**config.mk**
```make
export PLATFORM = sky130hd
export DESIGN_NAME = fetch_sequencer_flat
export DESIGN_NICKNAME = d
export VERILOG_FILES = /design/src/rtl/fetch_sequencer_pkg.sv /design/src/rtl/fetch_sequencer_if.sv /design/src/rtl/fetch_sequencer.sv /design/src/flat_wrapper.sv
export SDC_FILE = /design/constraint.sdc
export NUM_CORES = 1
export LEC_CHECK = 0
export BUFFER_PORTS_ARGS = -buffer_cell sky130_fd_sc_hd__buf_2
export CAP_MARGIN = 30
export CORE_MARGIN = 10
export CORE_UTILIZATION = 47
export CTS_BUF_LIST = sky130_fd_sc_hd__clkbuf_4 sky130_fd_sc_hd__clkbuf_8
export DETAILED_ROUTE_END_ITERATION = 8
export GPL_ROUTABILITY_DRIVEN = 0
export PLACE_DENSITY_LB_ADDON = 0.12
export SLEW_MARGIN = 5
export SYNTH_ARGS = -nofsm -noshare
export SYNTH_HDL_FRONTEND = slang
export SYNTH_SLANG_ARGS = --single-unit
```
**constraint.sdc**
```tcl
create_clock -name clock -period 1.8 [get_ports clock]
set_clock_uncertainty 0.05 [all_clocks]
set_input_delay 0.36 -clock clock [delete_from_list [all_inputs] [get_ports clock]]
set_output_delay 0.36 -clock clock [all_outputs]
set_load 0.05 [all_outputs]
```
**src/rtl/fetch_sequencer_pkg.sv**
```systemverilog
// Shared types and helpers for the instruction fetch path.
// Decode imports is_two_byte so both sides agree on instruction length.
package fetch_pkg;

  localparam int DEFAULT_ADDR_W = 8;
  localparam int DEFAULT_DATA_W = 8;
  localparam int LEN_BIT        = 7;

  typedef enum logic [2:0] {
    IDLE,
    FETCH_OP,
    FETCH_OPND,
    ISSUE,
    DRAIN
  } fetch_state_e;

  // The top bit of the opcode marks an instruction that carries an operand byte.
  function automatic logic is_two_byte(input logic [DEFAULT_DATA_W-1:0] opcode);
    return opcode[LEN_BIT];
  endfunction

endpackage

```
**src/rtl/fetch_sequencer_if.sv**
```systemverilog
// Memory read port and decode handshake between the fetch sequencer and its neighbours.
interface fetch_sequencer_if #(
  parameter int ADDR_W = fetch_pkg::DEFAULT_ADDR_W,
  parameter int DATA_W = fetch_pkg::DEFAULT_DATA_W
);

  logic              mem_req;
  logic [ADDR_W-1:0] mem_addr;
  logic              mem_ack;
  logic [DATA_W-1:0] mem_rdata;

  logic              instr_valid;
  logic              instr_ready;
  logic [DATA_W-1:0] instr_opcode;
  logic [DATA_W-1:0] instr_operand;

  modport master (
    output mem_req, mem_addr, instr_valid, instr_opcode, instr_operand,
    input  mem_ack, mem_rdata, instr_ready
  );

  modport slave (
    input  mem_req, mem_addr, instr_valid, instr_opcode, instr_operand,
    output mem_ack, mem_rdata, instr_ready
  );

endinterface

```
**src/rtl/fetch_sequencer.sv**
```systemverilog
// Fetches 1- or 2-byte instructions over the shared memory port, steers the PC,
// and hands each instruction to decode. Redirects never abandon an outstanding read.
module fetch_sequencer
  import fetch_pkg::*;
#(
  parameter int ADDR_W = DEFAULT_ADDR_W,
  parameter int DATA_W = DEFAULT_DATA_W
) (
  input  logic              clock,
  input  logic              reset,
  input  logic [ADDR_W-1:0] current_address,
  output logic [ADDR_W-1:0] next_address,
  input  logic              branch_valid,
  input  logic [ADDR_W-1:0] branch_target,
  fetch_sequencer_if.master bus
);

  fetch_state_e      state_q, state_d;
  logic [DATA_W-1:0] opcode_q, opcode_d;
  logic [DATA_W-1:0] operand_q, operand_d;
  logic [ADDR_W-1:0] drain_addr_q, drain_addr_d;
  logic [ADDR_W-1:0] addr_inc;

  assign addr_inc = current_address + ADDR_W'(1);

  // Next-state and PC steering; a branch overrides everything except IDLE.
  always_comb begin
    state_d      = state_q;
    opcode_d     = opcode_q;
    operand_d    = operand_q;
    drain_addr_d = drain_addr_q;
    next_address = current_address;
    if (!reset) begin
      next_address = '0;
    end else begin
      case (state_q)
        IDLE: state_d = FETCH_OP;
        FETCH_OP, FETCH_OPND: begin
          if (branch_valid) begin
            next_address = branch_target;
            if (bus.mem_ack) begin
              state_d = FETCH_OP;
            end else begin
              drain_addr_d = current_address;
              state_d      = DRAIN;
            end
          end else if (bus.mem_ack) begin
            next_address = addr_inc;
            if (state_q == FETCH_OP) begin
              opcode_d = bus.mem_rdata;
              if (is_two_byte(bus.mem_rdata)) begin
                state_d = FETCH_OPND;
              end else begin
                operand_d = '0;
                state_d   = ISSUE;
              end
            end else begin
              operand_d = bus.mem_rdata;
              state_d   = ISSUE;
            end
          end
        end
        ISSUE: begin
          if (branch_valid) begin
            next_address = branch_target;
            state_d      = FETCH_OP;
          end else if (bus.instr_ready) begin
            state_d = FETCH_OP;
          end
        end
        DRAIN: begin
          if (branch_valid) next_address = branch_target;
          if (bus.mem_ack) state_d = FETCH_OP;
        end
        default: state_d = IDLE;
      endcase
    end
  end

  always_ff @(posedge clock or negedge reset) begin
    if (!reset) begin
      state_q      <= IDLE;
      opcode_q     <= '0;
      operand_q    <= '0;
      drain_addr_q <= '0;
    end else begin
      state_q      <= state_d;
      opcode_q     <= opcode_d;
      operand_q    <= operand_d;
      drain_addr_q <= drain_addr_d;
    end
  end

  // While draining, the read address must stay on the abandoned fetch, not the new PC.
  assign bus.mem_req       = (state_q == FETCH_OP) || (state_q == FETCH_OPND) || (state_q == DRAIN);
  assign bus.mem_addr      = (state_q == DRAIN) ? drain_addr_q : current_address;
  assign bus.instr_valid   = (state_q == ISSUE);
  assign bus.instr_opcode  = opcode_q;
  assign bus.instr_operand = operand_q;

endmodule

```
**src/flat_wrapper.sv**
```systemverilog
// flat-port wrapper written by rule: the top's interface ports become plain ports
module fetch_sequencer_flat import fetch_pkg::*;
#(
  parameter int ADDR_W = DEFAULT_ADDR_W,
  parameter int DATA_W = DEFAULT_DATA_W
)
  (clock, reset, current_address, next_address, branch_valid, branch_target, bus_mem_req, bus_mem_addr, bus_instr_valid, bus_instr_opcode, bus_instr_operand, bus_mem_ack, bus_mem_rdata, bus_instr_ready);
  fetch_sequencer_if #(.ADDR_W(ADDR_W), .DATA_W(DATA_W)) bus_i ();
  input  logic clock;
  input  logic reset;
  input  logic [ADDR_W-1:0] current_address;
  output logic [ADDR_W-1:0] next_address;
  input  logic branch_valid;
  input  logic [ADDR_W-1:0] branch_target;
  output wire logic [$bits(bus_i.mem_req)-1:0] bus_mem_req;
  output wire logic [$bits(bus_i.mem_addr)-1:0] bus_mem_addr;
  output wire logic [$bits(bus_i.instr_valid)-1:0] bus_instr_valid;
  output wire logic [$bits(bus_i.instr_opcode)-1:0] bus_instr_opcode;
  output wire logic [$bits(bus_i.instr_operand)-1:0] bus_instr_operand;
  input wire logic [$bits(bus_i.mem_ack)-1:0] bus_mem_ack;
  input wire logic [$bits(bus_i.mem_rdata)-1:0] bus_mem_rdata;
  input wire logic [$bits(bus_i.instr_ready)-1:0] bus_instr_ready;
  assign bus_mem_req = bus_i.mem_req;
  assign bus_mem_addr = bus_i.mem_addr;
  assign bus_instr_valid = bus_i.instr_valid;
  assign bus_instr_opcode = bus_i.instr_opcode;
  assign bus_instr_operand = bus_i.instr_operand;
  assign bus_i.mem_ack = bus_mem_ack;
  assign bus_i.mem_rdata = bus_mem_rdata;
  assign bus_i.instr_ready = bus_instr_ready;
  fetch_sequencer #(.ADDR_W(ADDR_W), .DATA_W(DATA_W)) u_core (.clock(clock), .reset(reset), .current_address(current_address), .next_address(next_address), .branch_valid(branch_valid), .branch_target(branch_target), .bus(bus_i));
endmodule
```
==> results of run 1 <==
power breakdown:
group,switching [mW],total [mW],internal [mW]
clock network,0.196,0.354,0.158
registers,0.216,1.12,0.908
logic,2.41,4.41,2.00
total,2.82,5.89,3.07
stage by stage:
stage / total power, mW / area [sq um] / TNS, ns
finish: 5.89 / 3300 / -9.59
detailed placement: 4.61 / 2800 / -8.43
floorplan: 3.49 / 2030 / -1.84
global route: 6.15 / 3300 / -11.52
global placement: 4.55 / 2800 / -7.64
CTS: 5.69 / 3230 / -10.15
routing by layer:
layer	share of wire [%]	GRT usage, %	wire length (um)	vias to the layer above
met2	50	33.8	3590	97
met3	7.7	4.98	551	20
li1	-	-	-	907
met5	0	0	0	-
met4	2.9	7.85	209	0
met1	39	22.8	2820	1012
layout by cell type (no fill, tap or decap), types with 2 or more instances in the layout:
| cell | instances |
|---|---|
| buf_4 | 48 |
| buf_2 | 44 |
| mux2_4 | 31 |
| dfrtp_1 | 25 |
| buf_6 | 20 |
| nor2_1 | 7 |
| buf_8 | 7 |
| inv_1 | 5 |
| buf_12 | 5 |
| nand3_1 | 4 |
| nand2_1 | 4 |
| nor2b_1 | 4 |
| and2b_1 | 4 |
| nand3b_1 | 3 |
| o21ai_0 | 3 |
| nor3_1 | 3 |
| a21oi_4 | 3 |
| o21ai_1 | 3 |
| clkbuf_8 | 3 |
| inv_2 | 2 |
| o21ai_4 | 2 |
| nand2b_1 | 2 |
| a21oi_1 | 2 |
| and4_1 | 2 |
| and3b_1 | 2 |
| o221ai_4 | 2 |
| o22a_1 | 2 |
| nor2_4 | 2 |
| nand2_2 | 2 |
| a211oi_1 | 2 |
| nor3_4 | 2 |
| nor4_1 | 2 |
| o22ai_1 | 2 |
| dfrtp_2 | 2 |
registers in the layout (all words and copies together) (netlist names):
signal,cells
u_core.bus.instr_opcode,8
u_core.state_q,3
u_core.drain_addr_q,8
u_core.bus.instr_operand,8
layout make-up:
| cell class | instances | area [sq um] |
|---|---|---|
| clock buffers | 3 | 41.3 |
| clock inverters | 1 | 7.51 |
| fillers | 184 | 472 |
| inverters | 8 | 32.5 |
| multi-input cells | 134 | 1470 |
| flip-flops and latches | 27 | 678 |
| well taps | 48 | 60.1 |
| repair buffers | 124 | 1010 |
path summary, 6_finish.rpt:
path / slack [ns] / cells past startpoint / to
min reg2reg: 0.45 / 1 / u_core.bus.instr_operand[7]
max in group asynchronous: 1.15 / 3 / u_core.bus.instr_operand[3]
min in group clock: 0.27 / 2 / u_core.bus.instr_opcode[6]
min: 0.07 / 2 / u_core.bus.instr_opcode[7]
max reg2reg: -0.19 / 7 / u_core.state_q[0]
max: -0.53 / 6 / next_address[6]
timing repair:
| item | 4_1_cts | 5_1_grt |
|---|---|---|
| pin swaps | 17 | 8 |
| resized for setup | 89 | 20 |
| setup buffers | 6 | 3 |
| endpoints found under the setup margin | 42 | 43 |
| hold buffers | 0 | 0 |
kinds of logic after synthesis:
| group | after synthesis |
|---|---|
| compound gates | 40 |
| xor+xnor | 3 |
| buf+inv | 21 |
| flops | 27 |
| mux | 34 |
| simple gates | 56 |
| fa+ha+maj | 1 |
Yosys cell counts (4+ instances only):
cell type	n	area, sq um
a21oi_1	5	25.0
and2b_1	4	30.0
buf_2	4	20.0
clkbuf_1	4	15.0
dfrtp_1	27	676
inv_1	7	26.3
mux2_2	32	360
nand2_1	5	18.8
nand3_1	6	30.0
nor2_1	10	37.5
nor2b_1	4	25.0
o21ai_0	8	40.0
==> results.toml, run 1 <==
[floorplanning]
fp.dieW_um = 83.2
num_rows = 22
die_area_sq_um = 6930
coreArea_sq_um = 3770
io_pins = 63
start_util_pct = 49.8
die_h_um = 83.2

[clock_network]
cts_tree = "done"
insertion_delay_ns = 0.27
h-tree-depth = 1
clk_pin_slew_ns = 0.09
cts.path.max_buffers = 2
clock_sinks = 27
cts_inserted_buffers = 3
clock-root-buffer = "clkbuf_8"

[pwr]
p_leak_nw = 1.54
power_density_nw_per_um2 = 1780
irDropWorstVdd_mv = 1.43

[yosys]
synth_nets = 212
synth_edf_count = 0
synthAdderAreaFrac_pct = 0.666
synth_top_family_by_area = "multiplexers"
synth-seq-cells = 27
syn_inst = 182
async_flop_share_pct = 100
synthSimpleGateAreaFrac_pct = 18.8
yosys_warnings = 0
synth_cell_types = 55
synth_xor_area_share_pct = 2.40
synthMuxAreaShare_pct = 20.2
syn_avg_cell_area_sq_um = 10.3
synth.cell_area_sq_um = 1880
synth_ff_type = "dfrtp_1"
ys_seq_area_share_pct = 36.0
synth_compound_gate_area_share_pct = 16.3

[critical_path]
cp-startpoint = "u_core.state_q[1]"
startpoint_type = "register"
required_ns = 1.39
crit_chain = "buf_6 -> or3b_4 -> a21oi_2 -> a211o_1 -> a41o_4 -> buf_8"
critPathMaxFanout = 7
reg2reg_from = "u_core.state_q[1]"
end_kind = "primary output"
crit_buf_inv = 2
cp_slowest_cell = "dfrtp_1"
cpPeakStageDelay_ns = 0.43
cp_top_family = "compound AO/OA/AOI/OAI gates"
crit_type = "register to primary output"
crit_arrival_ns = 1.92

[timing]
max_freq_mhz = 429
maxSlewViolCount = 0
worst_slew_pin_slew_ns = 0.411
maxSlewHeadroom_pct = 72.3
fin_crit_ns = 2.33
finalSetupViolations = 34
rsz0062_at_grt = "yes"
fin_crit_sh_pct = 130
hold_viol = 0
timing.hold.ws_ns = 0.0673
layout_setup_ws_ns = -0.533

[routing]
drt-vias-per-instance = 5.90
wirelength_um = 7170
dr.pass1.iters = 4
route.detailed.drc = 0
via_count = 2036
first_iter_violations = 149
ant_nets = 0
wl_per_cell_um = 20.8

[outcome]
status = "finished, violations left"
failed_checks = "negative setup slack"

[global_route]
grt.overflow.total = 0
grt_max_degree = 23
grt_usage_pct = 19.7
grt_pass1_wl_um = 11600
grt_pass1_vias = 2250
antenna_found_initial = 0

[job]
drv_cap = 0

[layout]
antennaDiodeCount = 0
utilization_pct = 87.5
nets = 328
drive_above_1_share_pct = 67.7
fin_cells = 345
area_delta_synth_final_pct = 75.6

[place]
hpwl_um = 4940
dpl_worst_slack_ns = -0.344
dp_cells = 336
port_buffers = 62

[worst_hold_path]
hp-class = "input port to async pin"
Power figures use the tool's default switching activity.
==> run 2: changes to the inputs <==
- ABC_AREA: not set -> 1
==> run 2 against run 1 <==
Final area shrank 4.2%. The flow still finishes with violations (negative setup slack). Critical path depth grew 5. Die area grew 1.8%.
==> results.toml, run 2 <==
[outcome]
status = "finished, violations left"
failed_checks = "negative setup slack"

[critical_path]
end_kind = "primary output"
required_ns = 1.39
critPathMaxFanout = 7
startpoint_type = "register"
crit_arrival_ns = 1.77
crit_type = "register to primary output"

[routing]
dr.pass1.iters = 4
wirelength_um = 6690
drt-vias-per-instance = 5.13
route.detailed.drc = 0
first_iter_violations = 167
wl_per_cell_um = 15.9
via_count = 2161
ant_nets = 0

[timing]
maxSlewHeadroom_pct = 79.0
max_freq_mhz = 459
hold_viol = 0
rsz0062_at_grt = "yes"
finalSetupViolations = 18
worst_slew_pin_slew_ns = 0.312
layout_setup_ws_ns = -0.377
fin_crit_ns = 2.18
maxSlewViolCount = 0
tns_ns = -5.34
fin_crit_sh_pct = 121

[yosys]
ys_seq_area_share_pct = 35.1
synthSimpleGateAreaFrac_pct = 34.9
synth_compound_gate_area_share_pct = 18.0
synth_xor_area_share_pct = 0
synthTopCellsByCount = "nand2_1 (83), inv_1 (31), dfrtp_1 (27)"
syn_avg_cell_area_sq_um = 7.12
synth.cell_area_sq_um = 1920
synth_nets = 300
synth_area_leader_cell = "dfrtp_1"
synthAdderAreaFrac_pct = 0.651
synth_top_cell_area_share_pct = 35.1
synth_ff_type = "dfrtp_1"
synth-seq-cells = 27
async_flop_share_pct = 100
synthTopCellsByArea = "dfrtp_1 (35%), nand2_1 (16%), o21ai_2 (7.3%), inv_1 (6.1%), o21ai_0 (5.5%)"
synth_top_family_by_area = "simple AND/OR/NAND/NOR gates"
yosys_warnings = 0
synth.most_common_cell = "nand2_1"
synth_edf_count = 0
syn_inst = 270
synthMuxAreaShare_pct = 0
synth_cell_types = 28

[layout]
mostFrequentLayoutCells = "nand2_1 (63), buf_2 (44), buf_4 (29)"
nets = 402
drive_above_1_share_pct = 54.7
final_common_cell = "nand2_1"
area_delta_synth_final_pct = 64.3
utilization_pct = 79.6
antennaDiodeCount = 0

[clock_network]
clock-root-buffer = "clkbuf_8"
h-tree-depth = 1
cts.path.max_buffers = 2
clock_sinks = 27
insertion_delay_ns = 0.28
clk_pin_slew_ns = 0.11
cts_inserted_buffers = 3
cts_tree = "done"

[floorplanning]
io_pins = 63
fp.dieW_um = 84.0
coreArea_sq_um = 3970
start_util_pct = 48.4
num_rows = 23
die_h_um = 84.0
die_area_sq_um = 7050

[global_route]
antenna_found_initial = 0
grt_pass1_wl_um = 10600
grt_pass1_vias = 2143
grt_usage_pct = 17.7
grt_max_degree = 18
grt.overflow.total = 0

[pwr]
power_density_nw_per_um2 = 1700
finalPower_mw = 5.38
p_leak_nw = 1.67
irDropWorstVdd_mv = 0.936

[place]
port_buffers = 62
hpwl_um = 4380

[job]
drv_cap = 0

[worst_hold_path]
hp-class = "input port to async pin"
-- run 2: cell count changes in the layout (fill, tap and decap cells not counted), sizes merged, moves of 15 or more --
cell,delta
buf,-20
inv,+29
mux2,-32
nand2,+82
nand3,+15
nor2,+18
o21ai,+28
-- run 2: logic make-up after synthesis --
| logic type | Yosys count |
|---|---|
| buffers and inverters | 46 |
| AND/OR/NAND/NOR | 144 |
| AO/OA/AOI/OAI | 52 |
| flip-flops | 27 |
| adder cells (fa/ha/maj) | 1 |
-- run 2: cell type report --
| cell class | instances | area, sq um |
|---|---|---|
| multi-input cells | 198 | 1360 |
| repair buffers | 105 | 857 |
| fillers | 283 | 811 |
| flip-flops and latches | 27 | 676 |
| inverters | 37 | 156 |
| well taps | 50 | 62.6 |
| clock buffers | 3 | 41.3 |
| clock inverters | 1 | 7.51 |
-- run 2: critical path: stages, from the launching register on --
cell	delay (ns)
dfrtp_1	0.42
inv_2	0.09
nand2_4	0.09
nand3_4	0.16
inv_6	0.14
nand3_2	0.07
nand2_2	0.06
nand2_2	0.05
nand2_2	0.07
inv_2	0.05
nor2_4	0.12
buf_8	0.15
-- run 2: power by group --
part,switching [mW],total [mW],internal [mW],leakage (nW)
sequential,0.194,1.07,0.878,0.343
combinational,2.57,3.96,1.38,1.30
clock,0.199,0.356,0.157,0.0217
total,2.97,5.38,2.42,1.67
-- run 2: path summary, 6_finish.rpt --
check	slack, ns	end	startpoint	cells past startpoint
worst max register to register	0.11	u_core.state_q[2]	u_core.state_q[1]	10
worst min-delay path	0.1	u_core.bus.instr_operand[6]	reset	2
min in group clock	0.28	u_core.bus.instr_opcode[1]	bus_mem_rdata[1]	3
max in group asynchronous	1.03	u_core.bus.instr_operand[3]	reset	2
worst max-delay path	-0.38	next_address[2]	u_core.state_q[1]	11
worst min register to register	0.43	u_core.bus.instr_opcode[1]	u_core.bus.instr_opcode[1]	2
-- run 2: metrics by stage --
stage / cell area (sq um) / setup slack (ns) / hold WS, ns / std cells
finish: 3160 / -0.377 / 0.0953 / 421
global route: 3160 / -0.453 / 0.0876 / 421
CTS: 3020 / -0.321 / 0.0721 / 421
detailed placement: 2590 / -0.264 / 0.178 / 410
global placement: 2590 / -0.201 / 0.176 / 410
floorplan: 2000 / -0.213 / 0.0144 / 270
-- run 2: what timing repair did --
action | 4_1_cts | 5_1_grt
cloned | 2 | 0
setup buffers | 5 | 4
endpoints found under the hold margin | 2 | 0
hold buffers | 1 | 0
pin swaps | 12 | 15
setup endpoints to repair | 18 | 30
gates resized for setup | 92 | 43
-- run 2: metal layers --
metal | share of wire [%] | track usage, % | vias up
li1 | - | - | 1074
met1 | 43 | 22.8 | 1018
met2 | 52 | 30.8 | 67
met3 | 5.0 | 2.25 | 2
met4 | 0.51 | 3.04 | 0
met5 | 0 | 0 | -
==> run 3: changes to the inputs <==
- PLACE_DENSITY_LB_ADDON: 0.12 -> 0.25
- clock period: 1.8 -> 2 ns (I/O delays scaled with it)
==> run 3 against run 2 <==
The flow still finishes with violations (negative setup slack). Final cell count is 1.9% lower. Via count fell by 1.1%. Sequential cell count unchanged. First-iteration DRC count is 7.8% higher. Routed wire length fell by 10%. Largest power group unchanged.
==> results.toml, run 3 (synthesized netlist as in run 2, its figures left out) <==
[outcome]
status = "finished, violations left"
failed_checks = "negative setup slack"

[critical_path]
crit_type = "register to primary output"
end_kind = "primary output"
required_ns = 1.55
cp-startpoint = "u_core.state_q[1]"
reg2reg_from = "u_core.state_q[2]"
startpoint_type = "register"
r2r_cells = 9
r2r_setup_slack_ns = 0.12
crit_arrival_ns = 1.71
r2r-end = "u_core.bus.instr_opcode[7]"
critPathMaxFanout = 7
critPathCapture = "next_address[2]"

[layout]
final_common_cell = "nand2_1"
drive_above_1_share_pct = 47.7
regArea_sq_um = 676
area_delta_synth_final_pct = 51.5
mostFrequentLayoutCells = "nand2_1 (70), buf_2 (44), buf_4 (32)"
nets = 394
antennaDiodeCount = 0
multi_input_area_sq_um = 1260
utilization_pct = 73.4
fill_cells = 306

[clock_network]
clk_pin_slew_ns = 0.08
cts_tree = "done"
postCtsHoldBufs = 0
insertion_delay_ns = 0.26
cts.path.max_buffers = 2
cts_inserted_buffers = 3
clock-root-buffer = "clkbuf_8"
h-tree-depth = 1
clock_sinks = 27

[routing]
ant_nets = 0
drt-vias-per-instance = 5.18
wirelength_um = 6000
dr.pass1.iters = 4
first_iter_violations = 180
wl_per_cell_um = 14.5
via_count = 2138
route.detailed.drc = 0

[global_route]
antenna_found_initial = 0
grt_max_degree = 18
grt_usage_pct = 15.1
grt_pass1_vias = 2004
grt_pass1_wl_um = 9270
grt.overflow.total = 0

[pwr]
power_density_nw_per_um2 = 1540
irDropWorstVdd_mv = 1.10
p_leak_nw = 1.61

[timing]
fin_crit_ns = 2.16
maxSlewHeadroom_pct = 80.8
rsz0062_at_grt = "yes"
tns_ns = -1.26
max_freq_mhz = 464
finalSetupViolations = 16
layout_setup_ws_ns = -0.156
timing.hold.ws_ns = 0.184
fin_crit_sh_pct = 108
maxSlewViolCount = 0
hold_viol = 0
worst_slew_pin_slew_ns = 0.286

[place]
hpwl_um = 4100
port_buffers = 62
dpl_worst_slack_ns = -0.0805

[floorplanning]
fp.dieW_um = 84.0
die_h_um = 84.0
num_rows = 23
io_pins = 63
die_area_sq_um = 7050
start_util_pct = 48.4
coreArea_sq_um = 3970

[job]
drv_cap = 0

[worst_hold_path]
hp-class = "input port to async pin"
## run 3: cell count changes in the layout (fill, tap and decap cells not counted), sizes merged
cell	change
buf	-8
clkbuf	+1
clkinv	+1
clkinvlp	-1
dlygate4sd3	-1
## run 3: per-stage QoR
stage / cell area [sq um] / std cells / power, mW
2_1_floorplan: 1990 / 270 / 2.91
5_1_grt: 2910 / 413 / 4.75
4_1_cts: 2680 / 406 / 4.16
3_3_place_gp: 2450 / 393 / 3.50
3_5_place_dp: 2450 / 393 / 3.54
6_report: 2910 / 413 / 4.49
## run 3: worst max-delay path, stage by stage (launching register included)
cell and delay (ns):
dfrtp_1 0.41, inv_2 0.11, nand2_2 0.08, nand3_4 0.14, nand3_4 0.15, nand3b_1 0.12, nand3_1 0.09, nor2_2 0.16
buf_6 0.18
## run 3: worst min-delay path by stage
stage / start / endpoint / slack, ns / depth (start not counted)
floorplan: reset / u_core.bus.instr_opcode[0] / 0.05 / 0
global placement: u_core.bus.instr_opcode[2] / u_core.bus.instr_opcode[2] / 0.40 / 2
detailed placement: u_core.bus.instr_opcode[0] / u_core.bus.instr_opcode[0] / 0.41 / 2
CTS: reset / u_core.bus.instr_opcode[1] / 0.18 / 2
global route: reset / u_core.drain_addr_q[1] / 0.21 / 2
finish: reset / u_core.bus.instr_opcode[1] / 0.18 / 2
## run 3: timing repair
item	in CTS	in global routing
setup endpoints to repair	16	16
cloned	1	1
gates resized for setup	42	45
buffers inserted	8	6
pin swaps	5	12
## run 3: layer usage
layer	vias to the layer above	share of wire, %	GRT usage (%)
met5	-	0	0
met4	0	1.2	2.74
met3	10	5.9	3.61
met2	71	53	26.8
met1	997	40	17.8
li1	1060	-	-
## run 3: area by class of cell
class	instances	area share, %
clock inverter	1	0.172
tap	50	2.15
inverter	37	5.11
sequential	27	23.2
clock buffer	3	1.42
multi-input combinational	198	43.2
timing repair buffer	97	24.8
## run 3: report_power, final
| part | leakage, nW | switching, mW | internal [mW] |
|---|---|---|---|
| sequential | 0.343 | 0.178 | 0.790 |
| combinational | 1.24 | 2.13 | 1.08 |
| clock | 0.0255 | 0.164 | 0.139 |
| total | 1.61 | 2.47 | 2.01 |
